===== src/rtl/cpu_pkg.sv =====
// Shared definitions for the CPU front end: phase encoding, instruction
// field positions, and the ikind class patterns used by the decoder and ALU.
package cpu_pkg;

    localparam logic [31:0] DEFAULT_RESET_PC = 32'h0000_0000;

    // One-hot phase bit indices.
    localparam int unsigned PH_FETCH_BIT  = 0;
    localparam int unsigned PH_DECODE_BIT = 1;
    localparam int unsigned PH_EXEC_BIT   = 2;
    localparam int unsigned PH_MEM_BIT    = 3;
    localparam int unsigned PH_WB_BIT     = 4;

    typedef enum logic [4:0] {
        PH_FETCH  = 5'b1 << PH_FETCH_BIT,
        PH_DECODE = 5'b1 << PH_DECODE_BIT,
        PH_EXEC   = 5'b1 << PH_EXEC_BIT,
        PH_MEM    = 5'b1 << PH_MEM_BIT,
        PH_WB     = 5'b1 << PH_WB_BIT
    } phase_t;

    // Instruction register field positions.
    localparam int unsigned OPC_MSB  = 31;
    localparam int unsigned OPC_LSB  = 24;
    localparam int unsigned MOD_MSB  = 23;
    localparam int unsigned MOD_LSB  = 22;
    localparam int unsigned REG_MSB  = 21;
    localparam int unsigned REG_LSB  = 19;
    localparam int unsigned RM_MSB   = 18;
    localparam int unsigned RM_LSB   = 16;
    localparam int unsigned SIM8_MSB = 15;
    localparam int unsigned SIM8_LSB = 8;
    localparam int unsigned IM16_MSB = 15;
    localparam int unsigned IM16_LSB = 0;

    // An ikind pattern: bits where care=1 must equal value.
    typedef struct packed {
        logic [9:0] value;
        logic [9:0] care;
    } kind_pat_t;

    localparam kind_pat_t PAT_LD  = '{value: 10'b1000_1010_01, care: 10'b1111_1110_11};
    localparam kind_pat_t PAT_ST  = '{value: 10'b1000_1000_01, care: 10'b1111_1110_11};
    localparam kind_pat_t PAT_LIL = '{value: 10'b0110_0110_10, care: 10'b1111_1111_11};
    localparam kind_pat_t PAT_JR  = '{value: 10'b1111_1111_11, care: 10'b1111_1111_11};
    localparam kind_pat_t PAT_B   = '{value: 10'b1001_0000_11, care: 10'b1111_1111_11};

    // Register-register ALU ops: mod 11 with one of these opcode groups.
    localparam int unsigned RR_PAT_COUNT = 7;
    localparam kind_pat_t PAT_RR [RR_PAT_COUNT] = '{
        '{value: 10'b0000_0000_11, care: 10'b1111_1110_11},
        '{value: 10'b0010_1000_11, care: 10'b1111_1110_11},
        '{value: 10'b0010_0000_11, care: 10'b1111_1110_11},
        '{value: 10'b0000_1000_11, care: 10'b1111_1110_11},
        '{value: 10'b1111_0110_11, care: 10'b1111_1110_11},
        '{value: 10'b1000_1000_11, care: 10'b1111_1110_11},
        '{value: 10'b1000_0000_11, care: 10'b1111_1100_11}
    };

    function automatic logic kind_match(input logic [9:0] kind, input kind_pat_t pat);
        return ((kind ^ pat.value) & pat.care) == '0;
    endfunction

endpackage


===== src/rtl/inst_class.sv =====
// Combinational instruction classifier: maps ikind onto the decoder's
// instruction classes using the shared cpu_pkg patterns.
module inst_class
    import cpu_pkg::*;
(
    input  logic [9:0] ikind,
    output logic       is_ld,
    output logic       is_st,
    output logic       is_lil,
    output logic       is_jr,
    output logic       is_b,
    output logic       is_rr
);

    assign is_ld  = kind_match(ikind, PAT_LD);
    assign is_st  = kind_match(ikind, PAT_ST);
    assign is_lil = kind_match(ikind, PAT_LIL);
    assign is_jr  = kind_match(ikind, PAT_JR);
    assign is_b   = kind_match(ikind, PAT_B);

    // Register-register class: any of the RR opcode groups with mod 11.
    always_comb begin
        is_rr = 1'b0;
        for (int unsigned i = 0; i < RR_PAT_COUNT; i++) begin
            if (kind_match(ikind, PAT_RR[i])) begin
                is_rr = 1'b1;
            end
        end
    end

endmodule


===== src/rtl/inst_decoder.sv =====
// CPU front end: fetches instructions, sequences the five one-hot phases,
// exposes the instruction fields and owns the PC.
module inst_decoder
    import cpu_pkg::*;
#(
    parameter logic [31:0] RESET_PC = DEFAULT_RESET_PC
) (
    input  logic        CLK,
    input  logic        RST,
    output logic        imem_req,
    output logic [31:0] imem_addr,
    input  logic        imem_ack,
    input  logic [31:0] imem_rdata,
    output logic        dmem_req,
    output logic        dmem_we,
    input  logic        dmem_ack,
    input  logic [31:0] alu_z,
    input  logic        ct_taken,
    output logic [4:0]  phase,
    output logic [9:0]  ikind,
    output logic [2:0]  ia,
    output logic [7:0]  sim8,
    output logic [15:0] im16,
    output logic [2:0]  rf_raddr_a,
    output logic [2:0]  rf_raddr_b,
    output logic        rf_we,
    output logic [2:0]  rf_waddr,
    output logic [31:0] pc
);

    phase_t      state;
    phase_t      state_next;
    logic [31:0] ir;
    logic [31:0] pc_next;
    logic [31:0] pc_seq;
    logic [31:0] br_off;

    logic is_ld;
    logic is_st;
    logic is_lil;
    logic is_jr;
    logic is_b;
    logic is_rr;
    logic mem_op;
    logic rf_write;
    logic known_op;

    // Instruction fields, combinational from ir.
    assign ikind      = {ir[OPC_MSB:OPC_LSB], ir[MOD_MSB:MOD_LSB]};
    assign ia         = ir[REG_MSB:REG_LSB];
    assign sim8       = ir[SIM8_MSB:SIM8_LSB];
    assign im16       = ir[IM16_MSB:IM16_LSB];
    assign rf_raddr_a = ir[REG_MSB:REG_LSB];
    assign rf_raddr_b = ir[RM_MSB:RM_LSB];

    inst_class u_inst_class (
        .ikind  (ikind),
        .is_ld  (is_ld),
        .is_st  (is_st),
        .is_lil (is_lil),
        .is_jr  (is_jr),
        .is_b   (is_b),
        .is_rr  (is_rr)
    );

    assign mem_op   = is_ld | is_st;
    assign rf_write = is_ld | is_lil | is_rr;
    // Unknown opcodes must never redirect the PC, whatever the ALU reports.
    assign known_op = is_ld | is_st | is_lil | is_jr | is_b | is_rr;
    assign rf_waddr = (is_ld | is_lil) ? ir[REG_MSB:REG_LSB] : ir[RM_MSB:RM_LSB];

    assign phase     = state;
    assign imem_addr = pc;

    // Phase state register.
    always_ff @(posedge CLK or posedge RST) begin
        if (RST) begin
            state <= PH_FETCH;
        end else begin
            state <= state_next;
        end
    end

    // Next-phase selection; any illegal encoding falls back to FETCH.
    always_comb begin
        state_next = PH_FETCH;
        case (state)
            PH_FETCH:  state_next = imem_ack ? PH_DECODE : PH_FETCH;
            PH_DECODE: state_next = PH_EXEC;
            PH_EXEC:   state_next = PH_MEM;
            PH_MEM:    state_next = (mem_op && !dmem_ack) ? PH_MEM : PH_WB;
            PH_WB:     state_next = PH_FETCH;
            default:   state_next = PH_FETCH;
        endcase
    end

    // Phase-decoded request and write strobes.
    always_comb begin
        imem_req = 1'b0;
        dmem_req = 1'b0;
        dmem_we  = 1'b0;
        rf_we    = 1'b0;
        case (state)
            PH_FETCH: imem_req = 1'b1;
            PH_MEM: begin
                dmem_req = mem_op;
                dmem_we  = is_st;
            end
            PH_WB:    rf_we = rf_write;
            default: ;
        endcase
    end

    // Next PC: indirect jump, PC-relative branch, or sequential.
    always_comb begin
        pc_seq = pc + 32'd4;
        br_off = {{22{sim8[7]}}, sim8, 2'b00};
        if (ct_taken && known_op) begin
            pc_next = is_jr ? alu_z : pc_seq + br_off;
        end else begin
            pc_next = pc_seq;
        end
    end

    // Instruction register loads on fetch ack; PC advances at writeback.
    always_ff @(posedge CLK or posedge RST) begin
        if (RST) begin
            ir <= '0;
            pc <= RESET_PC;
        end else begin
            if (state == PH_FETCH && imem_ack) begin
                ir <= imem_rdata;
            end
            if (state == PH_WB) begin
                pc <= pc_next;
            end
        end
    end

endmodule


===== config.mk =====
export PLATFORM = sky130hd
export DESIGN_NAME = inst_decoder
export DESIGN_NICKNAME = d
export VERILOG_FILES = /design/src/rtl/cpu_pkg.sv /design/src/rtl/inst_class.sv /design/src/rtl/inst_decoder.sv
export SDC_FILE = /design/constraint.sdc
export NUM_CORES = 1
export LEC_CHECK = 0
export CORE_MARGIN = 2
export CORE_UTILIZATION = 52
export CTS_BUF_LIST = sky130_fd_sc_hd__clkbuf_16
export CTS_CLUSTER_SIZE = 16
export DETAILED_ROUTE_END_ITERATION = 12
export PLACE_DENSITY = 0.88
export SETUP_SLACK_MARGIN = 0.05
export SYNTH_ARGS = -nofsm -noshare
export SYNTH_HDL_FRONTEND = slang
export SYNTH_HIERARCHICAL = 1
export SYNTH_SLANG_ARGS = --single-unit

===== constraint.sdc =====
create_clock -name CLK -period 11.1 [get_ports CLK]
set_clock_uncertainty 0.2 [all_clocks]
set_input_delay 2.775 -clock CLK [delete_from_list [all_inputs] [get_ports CLK]]
set_output_delay 2.775 -clock CLK [all_outputs]
set_load 0.05 [all_outputs]

==> results of run 1 <==
## critical path: stages, from the launching register on
cell	delay, ns
dfrtp_1	0.45
inv_1	0.13
nand2_1	0.09
nor4_1	0.48
nor2_1	0.18
mux2_2	0.26
clkdlybuf4s50_1	0.80
## registers in the layout (all words and copies together), names as in the netlist
name,flops
imem_addr,32
ir,32
phase,5
## cell families after synthesis
kind of cell    count (synthesis)  share of synthesized area, %
compound gates                195                         20.93
xor+xnor                       52                         7.661
fa+ha+maj                      38                         7.992
flops                          69                         28.59
buf+inv                        92                         8.571
mux                            41                         7.557
simple gates                  220                         18.70
## routing by layer
| metal | global-route usage (%) | routed length, um |
|---|---|---|
| met5 | 0 | 0 |
| met4 | 15.39 | 677 |
| met3 | 7.458 | 1886 |
| met2 | 50.38 | 9070 |
| met1 | 36.36 | 7223 |
## per-stage QoR
stage,total power [mW],std cells,util [%]
5_1_grt,2.347,985,70.34
6_report,2.217,985,70.34
3_3_place_gp,1.867,969,67.76
2_1_floorplan,1.522,707,-
4_1_cts,2.210,985,70.34
3_5_place_dp,1.911,969,67.76
## cell type report
cell class / count / area, um^2 / share of cell area, %
Inverter: 16 / 60.06 / 0.7509
Clock inverter: 7 / 68.82 / 0.8605
Sequential cell: 69 / 1728 / 21.61
Clock buffer: 9 / 225.2 / 2.816
Tap cell: 143 / 178.9 / 2.237
Multi-Input combinational cell: 546 / 3805 / 47.58
Timing Repair Buffer: 195 / 1932 / 24.16
## power by group through the flow
stage                     combinational (mW)  clock, mW  sequential, mW
final                                   1.49      0.292           0.433
after global routing                    1.60      0.303           0.447
after CTS                               1.49      0.293           0.431
after detailed placement                1.48          0           0.434
after global placement                  1.44          0           0.423
after floorplan                        0.842          0           0.680
## how the worst min path moves through the flow
stage	start	endpoint
final	ir[0]	ir[0]
after global placement	ir[3]	ir[3]
after detailed placement	ir[1]	ir[1]
after floorplan	phase[0]	phase[0]
after global routing	ir[7]	ir[7]
after CTS	ir[7]	ir[7]
## cells in the final DEF, fill, tap and decap left out, types with 4 or more instances in the layout
master	synthesis	routed
clkbuf_16	0	9
xnor2_1	30	30
inv_1	16	17
o21ai_0	41	41
a21oi_2	5	5
dfrtp_1	68	68
buf_4	45	8
nand2_1	55	55
and2_1	4	4
and3_1	5	5
nor3_2	3	4
xor2_1	21	21
nor2_1	64	63
o21bai_1	5	5
nor3_1	16	15
a21o_1	12	12
a22oi_1	4	4
a211oi_1	4	4
mux2i_1	4	4
mux2_2	37	37
o21ai_1	5	5
o22ai_1	14	14
a31oi_1	11	11
nand2b_1	9	9
ha_1	37	37
a21oi_1	57	57
nor4_1	5	5
nand3_1	17	17
and4_1	5	5
nand4_1	14	14
clkdlybuf4s50_1	0	187
## cells in the mapped netlist (4+ instances only)
library cell,n
ha_1,37
mux2i_1,4
o21ai_0,41
buf_4,45
nor2_1,64
o22ai_1,14
nand2b_1,9
xor2_1,21
and3_1,5
nand3_1,17
a21oi_2,5
dfrtp_1,68
and4_1,5
nand4_1,14
a22oi_1,4
inv_1,16
a31oi_1,11
nand2_1,55
a21o_1,12
o21bai_1,5
mux2_2,37
a211oi_1,4
and2_1,4
nor3_1,16
xnor2_1,30
a21oi_1,57
o21ai_1,5
nor4_1,5
clkbuf_1,27
==> results.cfg, run 1 <==
[global_route]
antenna_found_initial = 0
grt_first_pass_wirelength_um = 30680
grt-ovfl-total = 0
grt_max_degree = 70
grt_pass1_vias = 6310
track_usage_pct = 30.23

[logic_synthesis]
synth_edf_count = 0
async_reset_ff_share_pct = 100.0
yosysSeqAreaShare_pct = 28.59
ys_types = 77
yosysTopAreaCellShare_pct = 28.16
synth_area_leader_cell = dfrtp_1
netlist_area_mm2 = 0.006043
yosys_register_bits = 69
ys_top_cells_by_area = dfrtp_1 28%, ha_1 7.7%, mux2_2 6.9%
synthCells = 707
yosysWarnings = 6
synth_flop_cell = dfrtp_1
synth_nets = 814
syn_avg_cell_area_um2 = 8.548

[clock_network]
clockBufferDepth = 2
clk_latency_ns = 0.34
root_buffer = clkbuf_16
cts_tree = done
cts_resized = 0
cts_hold_buf = 0
cts.sinks = 69
cts_max_level = 3
post-cts-setup-buffers = 0
clkTransAtPathRegs_ns = 0.06
numCtsBuffers = 9

[drt]
wire_per_inst_um = 19.15
drt_iter0_markers = 451
routed_via_density = 6.174
drt_pass1_iterations = 5
vias = 6081
drt_wl_total_um = 18860
drtAntennaViolNets = 0
drc = 0

[sta]
rsz0062_at_grt = no
worstMarginPinSlew_ns = 1.112
setup_viol = 0
hold-worst-slack_ns = 0.3216
max_freq_mhz = 175.8
report.final.slew_viol_count = 0
tns_ns = 0
period_minus_slack_ns = 5.688
hold_viol_final = 0
period_share_pct = 51.25
slew_headroom_pct = 25.32
fin_ws_ns = 5.412

[worst_setup_path]
r2r_slack_ns = 6.31
arrival_ns = 2.71
critPathKind = reg -> out
path_max_fanout = 5
crit_start = ir[28]
r2r_start = imem_addr[3]
cp_data_required_time_ns = 8.12
r2r_end = imem_addr[31]
endpoint_kind = primary output
crit_end = rf_waddr[0]
cp-start-kind = flop
reg2reg_depth = 16

[pwr]
combPwrFrac_pct = 67.3
p_leak_nw = 3.231
ir_drop_uv = 276.2
p_sw_mw = 1.154
p_int_mw = 1.063
seqPwrFrac_pct = 19.5
p_sw_share_pct = 52.06
clockPowerShare_pct = 13.2
power.density_mw_per_mm2 = 277.2

[cells_and_area]
area_delta_synth_final_pct = 32.34
fin_area_mm2 = 0.007998
fillers = 879
drive_above_1_share_pct = 10.57
nets = 944
antenna-diode-count = 0

[run]
maxCapViolations = 0

[placed_design]
pre_cts_slack_ns = 5.803
dp_hpwl_um = 13780
placed_area_mm2 = 0.007704
gp_congestion = 0.9851
io_buffers = 187

[floorplan]
start_util_pct = 53.15
die_height_um = 111.8
fp.dieArea_mm2 = 0.01250
pin_count = 188
num_rows = 39
die_w_um = 111.8
core_area_mm2 = 0.01137

[outcome]
status = completed

[worst_hold_path]
hp-class = reg -> reg
hold_path_depth = 1
(Power assumes the default switching activity.)
==> run 2: changes to the inputs <==
--- a/config.mk
+++ b/config.mk
@@ -6,11 +6,11 @@
 export NUM_CORES = 1
 export LEC_CHECK = 0
 export CORE_MARGIN = 2
-export CORE_UTILIZATION = 52
+export CORE_UTILIZATION = 48
 export CTS_BUF_LIST = sky130_fd_sc_hd__clkbuf_16
 export CTS_CLUSTER_SIZE = 16
 export DETAILED_ROUTE_END_ITERATION = 12
-export PLACE_DENSITY = 0.88
+export PLACE_DENSITY = 0.82
 export SETUP_SLACK_MARGIN = 0.05
 export SYNTH_ARGS = -nofsm -noshare
 export SYNTH_HDL_FRONTEND = slang
==> constraint.sdc (replaced) <==
create_clock -name CLK -period 5.9 [get_ports CLK]
set_clock_uncertainty 0.2 [all_clocks]
set_input_delay 1.475 -clock CLK [delete_from_list [all_inputs] [get_ports CLK]]
set_output_delay 1.475 -clock CLK [all_outputs]
set_load 0.05 [all_outputs]
==> run 2 against run 1 <==
Combinational power is 89% higher. Hold slack worse by 0.0068 ns. Global-route usage is 1.4 points lower. Wire length increased by 1.4%. Sequential power grew 91%. First-iteration DRC count increased by 13%. Critical endpoint is now imem_addr[31]. Largest power group unchanged.
==> results.cfg, run 2 (synthesis results as in run 1) <==
[outcome]
status = completed

[clock_network]
cts.sinks = 69
cts_resized = 0
cts_max_level = 3
clockBufferDepth = 2
root_buffer = clkbuf_16
numCtsBuffers = 9
post-cts-setup-buffers = 0
cts_tree = done
cts_hold_buf = 0
clkTransAtPathRegs_ns = 0.06
clk_latency_ns = 0.35

[floorplan]
fp.dieArea_mm2 = 0.01350
die_height_um = 116.2
die_w_um = 116.2
core_area_mm2 = 0.01216
num_rows = 40
start_util_pct = 49.69
pin_count = 188

[sta]
slew_headroom_pct = 25.71
hold_viol_final = 0
hold-worst-slack_ns = 0.3148
report.final.slew_viol_count = 0
tns_ns = 0
rsz0062_at_grt = no
period_share_pct = 73.68
max_freq_mhz = 230.0
worstMarginPinSlew_ns = 1.106
setup_viol = 0
period_minus_slack_ns = 4.347

[worst_setup_path]
critPathKind = reg -> reg
cp-start-kind = flop
arrival_ns = 4.38
path_max_fanout = 10
r2r_start = imem_addr[4]
endpoint_kind = flop
cp_data_required_time_ns = 5.93
crit_start = imem_addr[4]

[pwr]
power.density_mw_per_mm2 = 520.5
ir_drop_uv = 388.4
p_leak_nw = 3.234

[drt]
drt_wl_total_um = 19130
wire_per_inst_um = 18.94
vias = 6114
drt_iter0_markers = 508
drtAntennaViolNets = 0
drc = 0
drt_pass1_iterations = 5
routed_via_density = 6.053

[cells_and_area]
layout_common_cells = 187 x clkdlybuf4s50_1, 68 x dfrtp_1, 63 x nor2_1
nets = 944
area_delta_synth_final_pct = 32.69
drive_above_1_share_pct = 10.46
layout_commonest_cell = clkdlybuf4s50_1

[run]
maxCapViolations = 0

[placed_design]
dp_hpwl_um = 14300
gp_congestion = 0.9669
io_buffers = 187

[global_route]
grt_pass1_vias = 6058
grt-ovfl-total = 0
track_usage_pct = 28.80
antenna_found_initial = 1
grt_max_degree = 43
grt_first_pass_wirelength_um = 30350

[worst_hold_path]
hold_start = ir[5]
hp-class = reg -> reg
[run 2: cell count changes in the layout (fill, tap and decap cells not counted), sizes merged]
cell,before,now
clkinv,0,4
inv,19,17
clkinvlp,3,0
diode,0,1
[run 2: area by class of cell]
cell class	instances	area, um^2
diodes	1	2.502
clock buffers	9	225.2
clock inverters	6	56.30
fillers	1048	4143
inverters	16	60.06
multi-input cells	546	3805
flip-flops and latches	69	1728
well taps	168	210.2
repair buffers	195	1932
[run 2: power breakdown]
part	internal (mW)	total, mW	switching (mW)
Clock	0.321	0.537	0.216
Sequential	0.616	0.828	0.212
Combinational	1.06	2.81	1.75
[run 2: metrics by stage]
stage / total power, mW / std cells / setup slack [ns] / instance area (um^2) / utilization, %
6_report: 4.174 / 1010 / 1.553 / 8019 / 65.94
5_1_grt: 4.403 / 1010 / 1.186 / 8019 / 65.94
4_1_cts: 4.165 / 1009 / 1.525 / 8016 / 65.92
3_5_place_dp: 3.609 / 994 / 1.615 / 7735 / 63.60
3_3_place_gp: 3.534 / 994 / 1.785 / 7735 / 63.60
2_1_floorplan: 2.864 / 707 / 1.574 / 6043 / -
[run 2: critical path, cell delays in order (launching register included)]
cell and delay [ns]:
dfrtp_1 0.53, and4_1 0.30, nand4_2 0.21, nor3b_2 0.35
nand3_1 0.22, nor2_1 0.25, xor2_1 0.18, ha_1 0.32
nand2_1 0.12, o21ai_0 0.10, o21ai_0 0.19, a211oi_1 0.10
a211o_1 0.27, a31oi_1 0.24, o21ai_1 0.15, o41ai_1 0.27
and3b_1 0.22
[run 2: final timing paths]
| check | endpoint | slack [ns] | depth (start not counted) |
|---|---|---|---|
| hold / removal | ir[5] | 0.31 | 1 |
| setup reg to reg | imem_addr[31] | 1.55 | 16 |
| max in group asynchronous | phase[0] | 3.07 | 3 |
| setup / recovery | imem_addr[31] | 1.55 | 16 |
| hold reg to reg | ir[5] | 0.31 | 1 |
| min in group asynchronous | ir[7] | 1.43 | 2 |
[run 2: metal layers]
layer,global-route usage (%),up-vias,part of all wire [%]
li1,-,2798,-
met1,35.67,2900,40
met2,47.33,364,47
met3,6.746,52,9.8
met4,14.29,0,3.8
met5,0,-,0
==> run 3: changes to the inputs <==
--- a/config.mk
+++ b/config.mk
@@ -6,11 +6,11 @@
 export NUM_CORES = 1
 export LEC_CHECK = 0
 export CORE_MARGIN = 2
-export CORE_UTILIZATION = 48
+export CORE_UTILIZATION = 44
 export CTS_BUF_LIST = sky130_fd_sc_hd__clkbuf_16
 export CTS_CLUSTER_SIZE = 16
 export DETAILED_ROUTE_END_ITERATION = 12
-export PLACE_DENSITY = 0.82
+export PLACE_DENSITY = 0.79
 export SETUP_SLACK_MARGIN = 0.05
 export SYNTH_ARGS = -nofsm -noshare
 export SYNTH_HDL_FRONTEND = slang
==> constraint.sdc (replaced) <==
create_clock -name CLK -period 3.8 [get_ports CLK]
set_clock_uncertainty 0.2 [all_clocks]
set_input_delay 0.95 -clock CLK [delete_from_list [all_inputs] [get_ports CLK]]
set_output_delay 0.95 -clock CLK [all_outputs]
set_load 0.05 [all_outputs]
==> run 3 against run 2 <==
Fmax rose by 17%. Combinational power rose by 65%. Highest routed layer unchanged. Clock-buffer cell count did not move. Largest power group unchanged. Register-to-register slack got worse by 1.5 ns. Total power rose by 63%. First-iteration DRC count rose by 31%.
==> results.cfg, run 3 (synthesis results as in run 1) <==
[pwr]
combPwrFrac_pct = 68.0
power.density_mw_per_mm2 = 792.8
ir_drop_uv = 817.2
p_sw_mw = 3.485
seqPwrFrac_pct = 18.5
clockPowerShare_pct = 13.5
p_leak_nw = 3.507
p_sw_share_pct = 51.17
p_int_mw = 3.326

[cells_and_area]
layout_commonest_cell = clkdlybuf4s50_1
nets = 977
antenna-diode-count = 0
fillers = 1142
layout_common_cells = 181 x clkdlybuf4s50_1, 58 x nor2_1, 56 x dfrtp_1
area_delta_synth_final_pct = 42.15
multiInputGateArea_mm2 = 0.004038
seq_area_mm2 = 0.001743
fin_area_mm2 = 0.008591
drive_above_1_share_pct = 19.89

[global_route]
grt-ovfl-total = 0
grt_first_pass_wirelength_um = 29550
grt_pass1_vias = 5794
grt_max_degree = 70
track_usage_pct = 25.61
antenna_found_initial = 0

[drt]
drt_pass1_iterations = 5
drc = 0
wire_per_inst_um = 17.81
vias = 6045
routed_via_density = 5.752
drtAntennaViolNets = 0
drt_wl_total_um = 18720
drt_iter0_markers = 667

[worst_setup_path]
r2r_end = imem_addr[31]
path_max_fanout = 4
worst-path-buf-inv = 0
critPathKind = reg -> reg
slowest_stage = or3_4
cpLargestDelayFamily = compound AO/OA/AOI/OAI gates
crit_top_cell = o21ai_1
critPathMaxStageDelay_ns = 0.42
r2r_slack_ns = 0.09
arrival_ns = 3.75
cp_data_required_time_ns = 3.84
reg2reg_depth = 16
path_cells = nand4_1, or3_4, nor2_2, and3_4, nand3_4, xnor2_2, ha_2, a21oi_2, o21ai_1, o21ai_1, a211oi_1, a211o_1, a31oi_4, o21ai_2, o41ai_2, and3b_1
endpoint_kind = flop
r2r_start = imem_addr[6]
cp-start-kind = flop

[worst_hold_path]
hp-class = reg -> reg
hold_path_end = ir[1]
hold_start = ir[1]
hold_path_depth = 1

[clock_network]
cts_tree = done
clkTransAtPathRegs_ns = 0.06
numCtsBuffers = 9
root_buffer = clkbuf_16
clockBufferDepth = 2
cts.sinks = 69
cts_max_level = 3
clk_latency_ns = 0.35

[floorplan]
die_height_um = 121.2
die_w_um = 121.2
fp.dieArea_mm2 = 0.01469
pin_count = 188
num_rows = 42
core_area_mm2 = 0.01335
start_util_pct = 45.28

[sta]
report.final.slew_viol_count = 0
period_minus_slack_ns = 3.712
hold-worst-slack_ns = 0.3033
rsz0062_at_grt = yes
max_freq_mhz = 269.4
period_share_pct = 97.70
slew_headroom_pct = 61.65
setup_viol = 0
worstMarginPinSlew_ns = 0.5740
hold_viol_final = 0

[placed_design]
io_buffers = 187
placed_area_mm2 = 0.007970
dp_hpwl_um = 13390
gp_congestion = 0.9176

[outcome]
status = completed

[run]
maxCapViolations = 0
run 3: changes by cell type in the layout (fill, tap and decap cells not counted), sizes merged, moves of 2 or more:
cell | before | now
clkinvlp | 0 | 2
dlymetal6s2s | 0 | 2
clkinv | 4 | 2
clkdlybuf4s50 | 187 | 181
buf | 8 | 45
run 3: layout make-up:
type,instances,share of cell area [%]
multi-input combinational,546,47.00
timing repair buffer,228,25.75
sequential,69,20.29
clock buffer,9,2.622
tap,176,2.563
clock inverter,7,1.078
inverter,16,0.6991
run 3: worst max path at each step:
stage,start,cells past startpoint,slack [ns],to
final,imem_addr[6],16,0.09,imem_addr[31]
after detailed placement,imem_addr[2],16,-0.06,imem_addr[31]
after global placement,imem_addr[6],16,0.13,imem_addr[31]
after CTS,imem_addr[5],16,0.05,imem_addr[31]
after global routing,imem_addr[6],16,-0.11,imem_addr[31]
after floorplan,imem_addr[4],18,-0.03,imem_addr[29]
run 3: stage by stage:
stage,instances,power (mW),setup TNS [ns],worst slack (ns),util [%]
2_1_floorplan,707,4.492,-0.03224,-0.03224,-
3_3_place_gp,1019,5.623,0,0.1316,59.71
3_5_place_dp,1019,5.681,-0.06463,-0.06463,59.71
4_1_cts,1046,6.736,0,0.05125,63.42
5_1_grt,1051,7.194,-0.1564,-0.1115,64.36
6_report,1051,6.811,0,0.08758,64.36
run 3: worst reg2reg max path, stage by stage, from the launching register on:
cell and delay, ns:
dfrtp_2 0.40, nand4_1 0.16, or3_4 0.42, nor2_2 0.13, and3_4 0.23, nand3_4 0.10
xnor2_2 0.16, ha_2 0.20, a21oi_2 0.15, o21ai_1 0.10, o21ai_1 0.16, a211oi_1 0.10
a211o_1 0.27, a31oi_4 0.21, o21ai_2 0.09, o41ai_2 0.33, and3b_1 0.21
run 3: timing repair:
| action | 4_1_cts | 5_1_grt |
|---|---|---|
| setup endpoints to repair | 2 | 13 |
| hold buffers | 0 | 0 |
| setup buffers | 11 | 5 |
| gates resized for setup | 18 | 20 |
| pin swaps | 9 | 7 |
run 3: per-layer routing:
metal / up-vias / track usage (%) / wire (um)
met2: 287 / 40.45 / 8664
li1: 2853 / - / -
met3: 34 / 5.639 / 1703
met4: 0 / 9.411 / 436
met5: - / 0 / 0
met1: 2871 / 34.43 / 7910
run 3: power by group through the flow:
stage	registers [mW]	logic (mW)	clock network [mW]
after detailed placement	1.27	4.41	0
after CTS	1.26	4.55	0.930
after global routing	1.30	4.93	0.961
final	1.26	4.63	0.922
after floorplan	1.99	2.50	0
after global placement	1.26	4.36	0
